===== src/rtl/alg_amba_vip_apb_arbiter.sv =====
// Round-robin APB arbiter: shares one downstream completer between NUM_REQ requesters,
// replays the winner's transfer as SETUP/ACCESS and turns a stuck ACCESS into an error.
module alg_amba_vip_apb_arbiter #(
   parameter int NUM_REQ = 4,
   parameter int ADDR_W  = 32,
   parameter int DATA_W  = 32,
   parameter int TIMEOUT = 256
) (
   input  logic                         clk,
   input  logic                         rst,
   input  logic [NUM_REQ-1:0]           s_sel,
   input  logic [NUM_REQ-1:0]           s_enable,
   input  logic [NUM_REQ-1:0]           s_write,
   input  logic [NUM_REQ*ADDR_W-1:0]    s_addr,
   input  logic [NUM_REQ*DATA_W-1:0]    s_wdata,
   output logic [NUM_REQ-1:0]           s_ready,
   output logic [DATA_W-1:0]            s_rdata,
   output logic                         s_slverr,
   output logic                         m_sel,
   output logic                         m_enable,
   output logic                         m_write,
   output logic [ADDR_W-1:0]            m_addr,
   output logic [DATA_W-1:0]            m_wdata,
   input  logic                         m_ready,
   input  logic                         m_slverr,
   input  logic [DATA_W-1:0]            m_rdata,
   output logic [$clog2(NUM_REQ)-1:0]   grant_id,
   output logic                         busy,
   output logic                         timeout_err
);

   localparam int GID_W = $clog2(NUM_REQ);
   localparam int CNT_W = (TIMEOUT > 1) ? $clog2(TIMEOUT) : 1;
   localparam logic [CNT_W-1:0] CNT_LAST = CNT_W'(TIMEOUT - 1);

   typedef enum logic [1:0] {ST_IDLE, ST_SETUP, ST_ACCESS, ST_COMPLETE} state_t;

   state_t              r_state, w_state_nxt;
   logic                r_m_sel, w_m_sel_nxt;
   logic                r_m_enable, w_m_enable_nxt;
   logic                r_m_write, w_m_write_nxt;
   logic [ADDR_W-1:0]   r_m_addr, w_m_addr_nxt;
   logic [DATA_W-1:0]   r_m_wdata, w_m_wdata_nxt;
   logic [NUM_REQ-1:0]  r_s_ready, w_s_ready_nxt;
   logic [DATA_W-1:0]   r_s_rdata, w_s_rdata_nxt;
   logic                r_s_slverr, w_s_slverr_nxt;
   logic [GID_W-1:0]    r_grant, w_grant_nxt;
   logic [GID_W-1:0]    r_last, w_last_nxt;
   logic [CNT_W-1:0]    r_cnt, w_cnt_nxt;
   logic                r_busy, w_busy_nxt;
   logic                r_tmo, w_tmo_nxt;
   logic [GID_W-1:0]    w_pick;
   logic [ADDR_W-1:0]   w_addr_arr  [NUM_REQ];
   logic [DATA_W-1:0]   w_wdata_arr [NUM_REQ];

   // Upstream penable plays no part in arbitration.
   logic w_unused;
   assign w_unused = ^s_enable;

   for (genvar gi = 0; gi < NUM_REQ; gi++) begin : g_unpack
      assign w_addr_arr[gi]  = s_addr[gi*ADDR_W +: ADDR_W];
      assign w_wdata_arr[gi] = s_wdata[gi*DATA_W +: DATA_W];
   end

   // First requester above 'last' wins; otherwise wrap to the lowest requester.
   function automatic logic [GID_W-1:0] f_rr_pick(input logic [NUM_REQ-1:0] req,
                                                  input logic [GID_W-1:0]   last);
      logic             found_hi, found_lo;
      logic [GID_W-1:0] pick_hi, pick_lo;
      found_hi = 1'b0;
      found_lo = 1'b0;
      pick_hi  = '0;
      pick_lo  = '0;
      for (int j = 0; j < NUM_REQ; j++) begin
         if (req[j] && !found_hi && (j > int'(last))) begin
            found_hi = 1'b1;
            pick_hi  = GID_W'(j);
         end
         if (req[j] && !found_lo) begin
            found_lo = 1'b1;
            pick_lo  = GID_W'(j);
         end
      end
      return found_hi ? pick_hi : pick_lo;
   endfunction

   assign w_pick = f_rr_pick(s_sel, r_last);

   // NOTE: every variable gets its default before the case, so no path can infer a latch.
   always_comb begin
      w_state_nxt    = r_state;
      w_m_sel_nxt    = r_m_sel;
      w_m_enable_nxt = r_m_enable;
      w_m_write_nxt  = r_m_write;
      w_m_addr_nxt   = r_m_addr;
      w_m_wdata_nxt  = r_m_wdata;
      w_s_ready_nxt  = '0;
      w_s_rdata_nxt  = r_s_rdata;
      w_s_slverr_nxt = 1'b0;
      w_grant_nxt    = r_grant;
      w_last_nxt     = r_last;
      w_cnt_nxt      = r_cnt;
      w_tmo_nxt      = 1'b0;
      case (r_state)
         ST_IDLE: begin
            if (|s_sel) begin
               w_m_addr_nxt   = w_addr_arr[w_pick];
               w_m_wdata_nxt  = w_wdata_arr[w_pick];
               w_m_write_nxt  = s_write[w_pick];
               w_m_sel_nxt    = 1'b1;
               w_m_enable_nxt = 1'b0;
               w_grant_nxt    = w_pick;
               w_last_nxt     = w_pick;
               w_state_nxt    = ST_SETUP;
            end
         end
         ST_SETUP: begin
            w_m_enable_nxt = 1'b1;
            w_cnt_nxt      = '0;
            w_state_nxt    = ST_ACCESS;
         end
         ST_ACCESS: begin
            // A ready arriving on the final allowed cycle beats the timeout.
            if (r_m_sel && r_m_enable && m_ready) begin
               w_m_sel_nxt    = 1'b0;
               w_m_enable_nxt = 1'b0;
               w_s_ready_nxt  = NUM_REQ'(1) << r_grant;
               w_s_rdata_nxt  = m_rdata;
               w_s_slverr_nxt = m_slverr;
               w_state_nxt    = ST_COMPLETE;
            end else if ((TIMEOUT != 0) && (r_cnt == CNT_LAST)) begin
               w_m_sel_nxt    = 1'b0;
               w_m_enable_nxt = 1'b0;
               w_s_ready_nxt  = NUM_REQ'(1) << r_grant;
               w_s_rdata_nxt  = '0;
               w_s_slverr_nxt = 1'b1;
               w_tmo_nxt      = 1'b1;
               w_state_nxt    = ST_COMPLETE;
            end else begin
               w_cnt_nxt = r_cnt + CNT_W'(1);
            end
         end
         ST_COMPLETE: w_state_nxt = ST_IDLE;
         default:     w_state_nxt = ST_IDLE;
      endcase
      w_busy_nxt = (w_state_nxt != ST_IDLE);
   end

   // NOTE: state uses non-blocking assignments so every register updates from pre-edge values.
   always_ff @(posedge clk) begin
      if (rst) begin
         r_state    <= ST_IDLE;
         r_m_sel    <= 1'b0;
         r_m_enable <= 1'b0;
         r_m_write  <= 1'b0;
         r_m_addr   <= '0;
         r_m_wdata  <= '0;
         r_s_ready  <= '0;
         r_s_rdata  <= '0;
         r_s_slverr <= 1'b0;
         r_grant    <= '0;
         r_last     <= GID_W'(NUM_REQ - 1);
         r_cnt      <= '0;
         r_busy     <= 1'b0;
         r_tmo      <= 1'b0;
      end else begin
         r_state    <= w_state_nxt;
         r_m_sel    <= w_m_sel_nxt;
         r_m_enable <= w_m_enable_nxt;
         r_m_write  <= w_m_write_nxt;
         r_m_addr   <= w_m_addr_nxt;
         r_m_wdata  <= w_m_wdata_nxt;
         r_s_ready  <= w_s_ready_nxt;
         r_s_rdata  <= w_s_rdata_nxt;
         r_s_slverr <= w_s_slverr_nxt;
         r_grant    <= w_grant_nxt;
         r_last     <= w_last_nxt;
         r_cnt      <= w_cnt_nxt;
         r_busy     <= w_busy_nxt;
         r_tmo      <= w_tmo_nxt;
      end
   end

   assign m_sel       = r_m_sel;
   assign m_enable    = r_m_enable;
   assign m_write     = r_m_write;
   assign m_addr      = r_m_addr;
   assign m_wdata     = r_m_wdata;
   assign s_ready     = r_s_ready;
   assign s_rdata     = r_s_rdata;
   assign s_slverr    = r_s_slverr;
   assign grant_id    = r_grant;
   assign busy        = r_busy;
   assign timeout_err = r_tmo;

endmodule


===== config.mk =====
export PLATFORM = sky130hd
export DESIGN_NAME = alg_amba_vip_apb_arbiter
export DESIGN_NICKNAME = d
export VERILOG_FILES = /design/src/rtl/alg_amba_vip_apb_arbiter.sv
export SDC_FILE = /design/constraint.sdc
export NUM_CORES = 1
export LEC_CHECK = 0
export ABC_AREA = 0
export BUFFER_PORTS_ARGS = -buffer_cell sky130_fd_sc_hd__buf_2
export CORE_UTILIZATION = 25
export DETAILED_ROUTE_END_ITERATION = 6
export PLACE_DENSITY = 0.57
export SLEW_MARGIN = 0
export SYNTH_ARGS = -nofsm -noshare
export SYNTH_HDL_FRONTEND = slang
export SYNTH_SLANG_ARGS = --single-unit

===== constraint.sdc =====
create_clock -name clk -period 5.9 [get_ports clk]
set_input_delay 0.295 -clock clk [delete_from_list [all_inputs] [get_ports clk]]
set_output_delay 0.295 -clock clk [all_outputs]
set_load 0.03 [all_outputs]

==> results.ini, run 1 <==
[sta]
tightest_slew_ns=1.13
timing.fmax_mhz=285
rsz0062_at_grt=false
fin_ws_ns=2.39
period_share_pct=59.4
setup_viol=0
skew_ns=0.0152
maxSlewViolCount=0
post-route-min-period_ns=3.51
hold_violations=0
slew_headroom_pct=24.5
fin_tns_setup_ns=0

[cts]
cts_tree=done
htree_levels=4
cts_setup_buffers=0
clk_pin_slew_worst_paths_ns=0.06
insertion_delay_ns=0.43
clockBufferDepth=2
hold_buffers=0
cts-resized-gates=0
cts_made_buffers=17
clock_sinks=120
cts_root_buf=clkbuf_16

[routing]
drt-total-wl_um=23000
wire_per_inst_um=16.9
via_per_inst=4.82
wirelength_met1_um=9840
first_pass_iters=4
drcViolationCount=0
dr.max_layer_used=met5
drt-initial-drc-count=370
vias=6533
ant_nets=0
dr_wl_met3_um=1490
wl_met2_um=11400

[power_and_ir_drop]
power_density_mw_per_mm2=488
ir_worst_vdd_uv=252
power_w=0.00447
leakage_nw=4.58

[critical_path]
cp-start-kind=register
r2r_cells=5
cp_max_fo=39
worst-r2r-setup-slack_ns=2.39
cp_data_arrival_time_ns=3.83
required_ns=6.22
crit_end=m_addr[30]
worstReg2RegStart=r_last[1]
crit_start=r_last[1]
crit_type=register to register
end_kind=register
reg2reg_to=m_addr[30]

[synth]
ys_ff_latch=120
synth.avg_cell_area_um2=9.99
synth-edff-count=0
synth.distinct_cells=54
synth-warning-count=0
ys.flop_type=dfxtp_1
synthCells=637
synth_area_mm2=0.00636
synth-async-reset-ratio_pct=0
synth_nets=945
seq_area_frac_synth_pct=37.8

[die]
die_w_um=162
initial_core_util_pct=25.4
fp.dieH_um=162
num_rows=58
die_area_mm2=0.0261
ios=412
coreArea_mm2=0.0250

[cells_and_area]
drive_gt1_share_pct=47.7
final_area_mm2=0.00915
nFillCells=2604
layout.cells.non_filler=1356
nNetsFinal=1321
insertedDiodeCount=0
area_growth_pct=43.8

[place]
port_buffers=407
dp_slack_ns=2.37
dpl.cell_count=1324
dp_hpwl_um=16600
place_area_mm2=0.00857
place.gp.congestion=0.783

[run]
max_cap_violations=0

[grt]
antenna_found_initial=1
gr-total-overflow=0
grt_max_degree=78
grt_pass1_wl_um=34800
grt_use_total_pct=17.1
grt_pass1_vias=6319

[status]
status=complete, no violations

[worst_hold_path]
hp-class=primary input to register

[through the flow]
step                hold slack, ns  util (%)
floorplan                    0.419         -
global placement             0.452      34.2
detailed placement           0.451      34.2
CTS                         0.0713      36.5
global route                0.0715      36.5
finish                      0.0930      36.5
[per-layer routing]
metal / track usage, % / vias to the layer above
met5: 0 / -
met4: 4.29 / 2
met3: 4.57 / 18
met2: 29.8 / 260
met1: 20.8 / 3056
li1: - / 3197
[synthesized netlist by cell type (all sizes together), types with 2 or more instances]
cell	count	area share, %
o31ai	3	0.57
a2111oi	26	5.5
a22o	23	3.2
nor4b	4	0.79
nand3	2	0.16
xor2	3	0.41
o21ai	7	0.67
buf	26	3.3
nand2b	6	0.63
nor2b	4	0.39
nor4	2	0.30
a211oi	54	6.5
mux2i	105	17
nand3b	41	4.8
inv	32	1.9
clkbuf	33	1.9
o221ai	40	5.5
dfxtp	120	38
a21oi	7	0.61
ha	4	0.79
nand2	9	0.53
and3	3	0.30
nor3	5	0.39
nor2	52	3.1
a22oi	9	1.1
nand4	3	0.30
[layout by cell type (no fill, tap or decap), types with 3 or more instances in the layout]
cell       count
xor2_1         3
dfxtp_1      120
inv_8          4
inv_1         30
nand3b_1      41
nor2_1        51
nand2b_1       4
buf_2        406
inv_6          6
mux2i_1      104
clkbuf_16     17
nor2b_1        3
a211oi_1      52
buf_4         10
a22oi_1        9
nor4b_1        3
nand4_1        3
a22o_1        23
nor3_1         5
nand2_1        7
o221ai_1      40
a21oi_1        6
ha_1           4
a2111oi_0      6
a2111oi_2     20
o21ai_0        5
and3_1         3
[state kept, by name, indices dropped and copies added, names as in the netlist]
register	count
m_addr	32
m_wdata	32
s_rdata	32
r_cnt	8
s_ready	4
grant_id	2
r_last	2
r_state	2
busy	1
m_enable	1
m_sel	1
m_write	1
s_slverr	1
timeout_err	1
[cell families (layout without fill, tap and decap cells)]
kind of cell / Yosys count / in the layout / share of synthesized area (%)
flops: 120 / 120 / 37.8
xor+xnor: 3 / 3 / 0.413
fa+ha+maj: 4 / 4 / 0.787
compound gates: 177 / 177 / 24.8
buf+inv: 91 / 480 / 7.12
simple gates: 136 / 136 / 12.3
mux: 106 / 106 / 16.8
[how the worst min path moves through the flow]
stage / startpoint / endpoint / slack, ns / cells after the start
6_report: m_slverr / s_slverr / 0.09 / 2
5_1_grt: m_rdata[5] / s_rdata[5] / 0.07 / 2
4_1_cts: m_slverr / s_slverr / 0.07 / 2
3_5_place_dp: s_rdata[2] / s_rdata[2] / 0.45 / 1
3_3_place_gp: s_rdata[15] / s_rdata[15] / 0.45 / 1
2_1_floorplan: m_slverr / s_slverr / 0.42 / 1
[final cells by class]
| type | instances | area, um2 | area share, % |
|---|---|---|---|
| clock buffers | 17 | 425 | 4.65 |
| clock inverters | 15 | 153 | 1.67 |
| inverters | 32 | 120 | 1.31 |
| multi-input cells | 426 | 3530 | 38.6 |
| flip-flops and latches | 120 | 2400 | 26.3 |
| well taps | 330 | 413 | 4.51 |
| repair buffers | 416 | 2110 | 23.0 |
[where the power goes]
part / total, W / leakage (nW) / switching (W) / internal [W]
registers: 0.00122 / 0.984 / 0.000154 / 0.00107
clock network: 0.00106 / 0.283 / 0.000457 / 0.000598
logic: 0.00219 / 3.31 / 0.00143 / 0.000756
[critical path, cell delays in order, from the launching register on]
cell	delay, ns
dfxtp_1	0.52
mux2i_2	0.13
o22ai_4	0.69
a21o_1	0.84
nand2_2	0.79
o221ai_1	0.42
Power figures use the tool's default switching activity.
==> inputs of run 2 (changes only) <==
--- a/config.mk
+++ b/config.mk
@@ -9,7 +9,7 @@
 export BUFFER_PORTS_ARGS = -buffer_cell sky130_fd_sc_hd__buf_2
 export CORE_UTILIZATION = 25
 export DETAILED_ROUTE_END_ITERATION = 6
-export PLACE_DENSITY = 0.57
+export PLACE_DENSITY = 0.59
 export SLEW_MARGIN = 0
 export SYNTH_ARGS = -nofsm -noshare
 export SYNTH_HDL_FRONTEND = slang
==> constraint.sdc (replaced) <==
create_clock -name clk -period 3.1 [get_ports clk]
set_input_delay 0.155 -clock clk [delete_from_list [all_inputs] [get_ports clk]]
set_output_delay 0.155 -clock clk [all_outputs]
set_load 0.03 [all_outputs]
==> results.ini, run 2 (same netlist as run 1, synthesis figures left out) <==
[worst_hold_path]
hp-class=primary input to register
min_to=m_addr[30]
hold_depth=3
hp-start=s_addr[94]

[grt]
grt_use_total_pct=17.6
grt_pass1_vias=6806
antenna_found_initial=1
grt_max_degree=53
grt_pass1_wl_um=35900
gr-total-overflow=0

[power_and_ir_drop]
leakage_nw=4.77
switching_power_w=0.00386
swShare_pct=44.8
ir_worst_vdd_uv=403
power_density_mw_per_mm2=900
power.internal_w=0.00476
seqPwrFrac_pct=27.0
power_frac_comb_pct=49.5
clock_power_share_pct=23.5

[cells_and_area]
area_growth_pct=50.6
layout_common_cells=buf_2, dfxtp_1, mux2i_1
layout.cells.non_filler=1400
nNetsFinal=1364
mostFrequentLayoutCell=buf_2
nFillCells=2559
utilization_pct=38.3
drive_gt1_share_pct=46.4
final_area_mm2=0.00958

[die]
ios=412
num_rows=58
initial_core_util_pct=25.4
die_w_um=162
fp.dieH_um=162
die_area_mm2=0.0261
coreArea_mm2=0.0250

[cts]
clk_pin_slew_worst_paths_ns=0.06
cts_root_buf=clkbuf_16
cts_made_buffers=17
cts_setup_buffers=0
cts_tree=done
clock_sinks=120
htree_levels=4
insertion_delay_ns=0.42
cts-resized-gates=0
clockBufferDepth=2

[sta]
slew_headroom_pct=51.7
tightest_slew_ns=0.714
hold_slack_ns=0.0273
fin_tns_setup_ns=0
skew_ns=0.0165
setup_viol=0
hold_violations=0
post-route-min-period_ns=2.23
timing.fmax_mhz=448
maxSlewViolCount=0
period_share_pct=71.9
rsz0062_at_grt=false

[routing]
drt-initial-drc-count=415
first_pass_iters=4
wire_per_inst_um=16.7
via_per_inst=4.85
vias=6795
drt-total-wl_um=23400
ant_nets=0
drcViolationCount=0

[critical_path]
worst-r2r-setup-slack_ns=0.87
reg2reg_to=m_addr[26]
cp-start-kind=register
end_kind=register
crit_type=register to register
cp_data_arrival_time_ns=2.50
worstReg2RegStart=r_last[1]
cp_max_fo=37
required_ns=3.37
r2r_cells=6

[place]
place_area_mm2=0.00865
place.gp.congestion=0.792
port_buffers=407
dp_hpwl_um=17000
dpl.cell_count=1334

[run]
max_cap_violations=0

[status]
status=complete, no violations

[run 2: how the worst max path moves through the flow]
| stage | startpoint | to | slack (ns) | depth (start not counted) |
|---|---|---|---|---|
| global route | r_last[1] | m_addr[25] | 0.66 | 6 |
| detailed placement | r_last[1] | m_wdata[9] | 0.85 | 6 |
| global placement | r_last[1] | m_wdata[9] | 0.87 | 6 |
| CTS | r_last[1] | m_addr[26] | 0.84 | 6 |
| floorplan | r_state[0] | m_enable | 1.24 | 8 |
| finish | r_last[1] | m_addr[26] | 0.87 | 6 |
[run 2: stage by stage]
step,setup WS (ns),power [W]
2_1_floorplan,1.24,0.00543
3_3_place_gp,0.874,0.00658
3_5_place_dp,0.846,0.00664
4_1_cts,0.844,0.00874
5_1_grt,0.661,0.00912
6_report,0.870,0.00863
[run 2: metal layers]
metal  wire [um]  GRT usage [%]
met1        9760           20.3
met2       11700           31.1
met3        1470           4.57
met4         453           6.30
met5           0              0
[run 2: worst max-delay path, stage by stage, from the launching register on]
cell      delay [ns]
dfxtp_1         0.52
nand2_1         0.11
o21ai_2         0.27
or3_4           0.47
buf_12          0.32
mux2i_1         0.23
o221ai_1        0.14
[run 2: power groups by stage]
stage / clock, W / combinational, W / sequential, W
2_1_floorplan: 0 / 0.00224 / 0.00320
3_3_place_gp: 0 / 0.00424 / 0.00235
3_5_place_dp: 0 / 0.00429 / 0.00235
4_1_cts: 0.00208 / 0.00432 / 0.00233
5_1_grt: 0.00214 / 0.00459 / 0.00239
6_report: 0.00202 / 0.00427 / 0.00233
[run 2: cell type report]
type                       instances  area [um2]  share of cell area, %
antenna                            1        2.50                 0.0261
clock buffer                      18         429                   4.48
clock inverter                    14         164                   1.71
inverter                          32         120                   1.25
multi-input combinational        426        3520                   36.8
sequential                       120        2400                   25.1
tap                              330         413                   4.31
timing repair buffer             459        2520                   26.4
[run 2: what timing repair did]
| action | in CTS | in global routing |
|---|---|---|
| endpoints found under the setup margin | 0 | 0 |
| hold buffers | 33 | 0 |
| hold endpoints to repair | 33 | 0 |
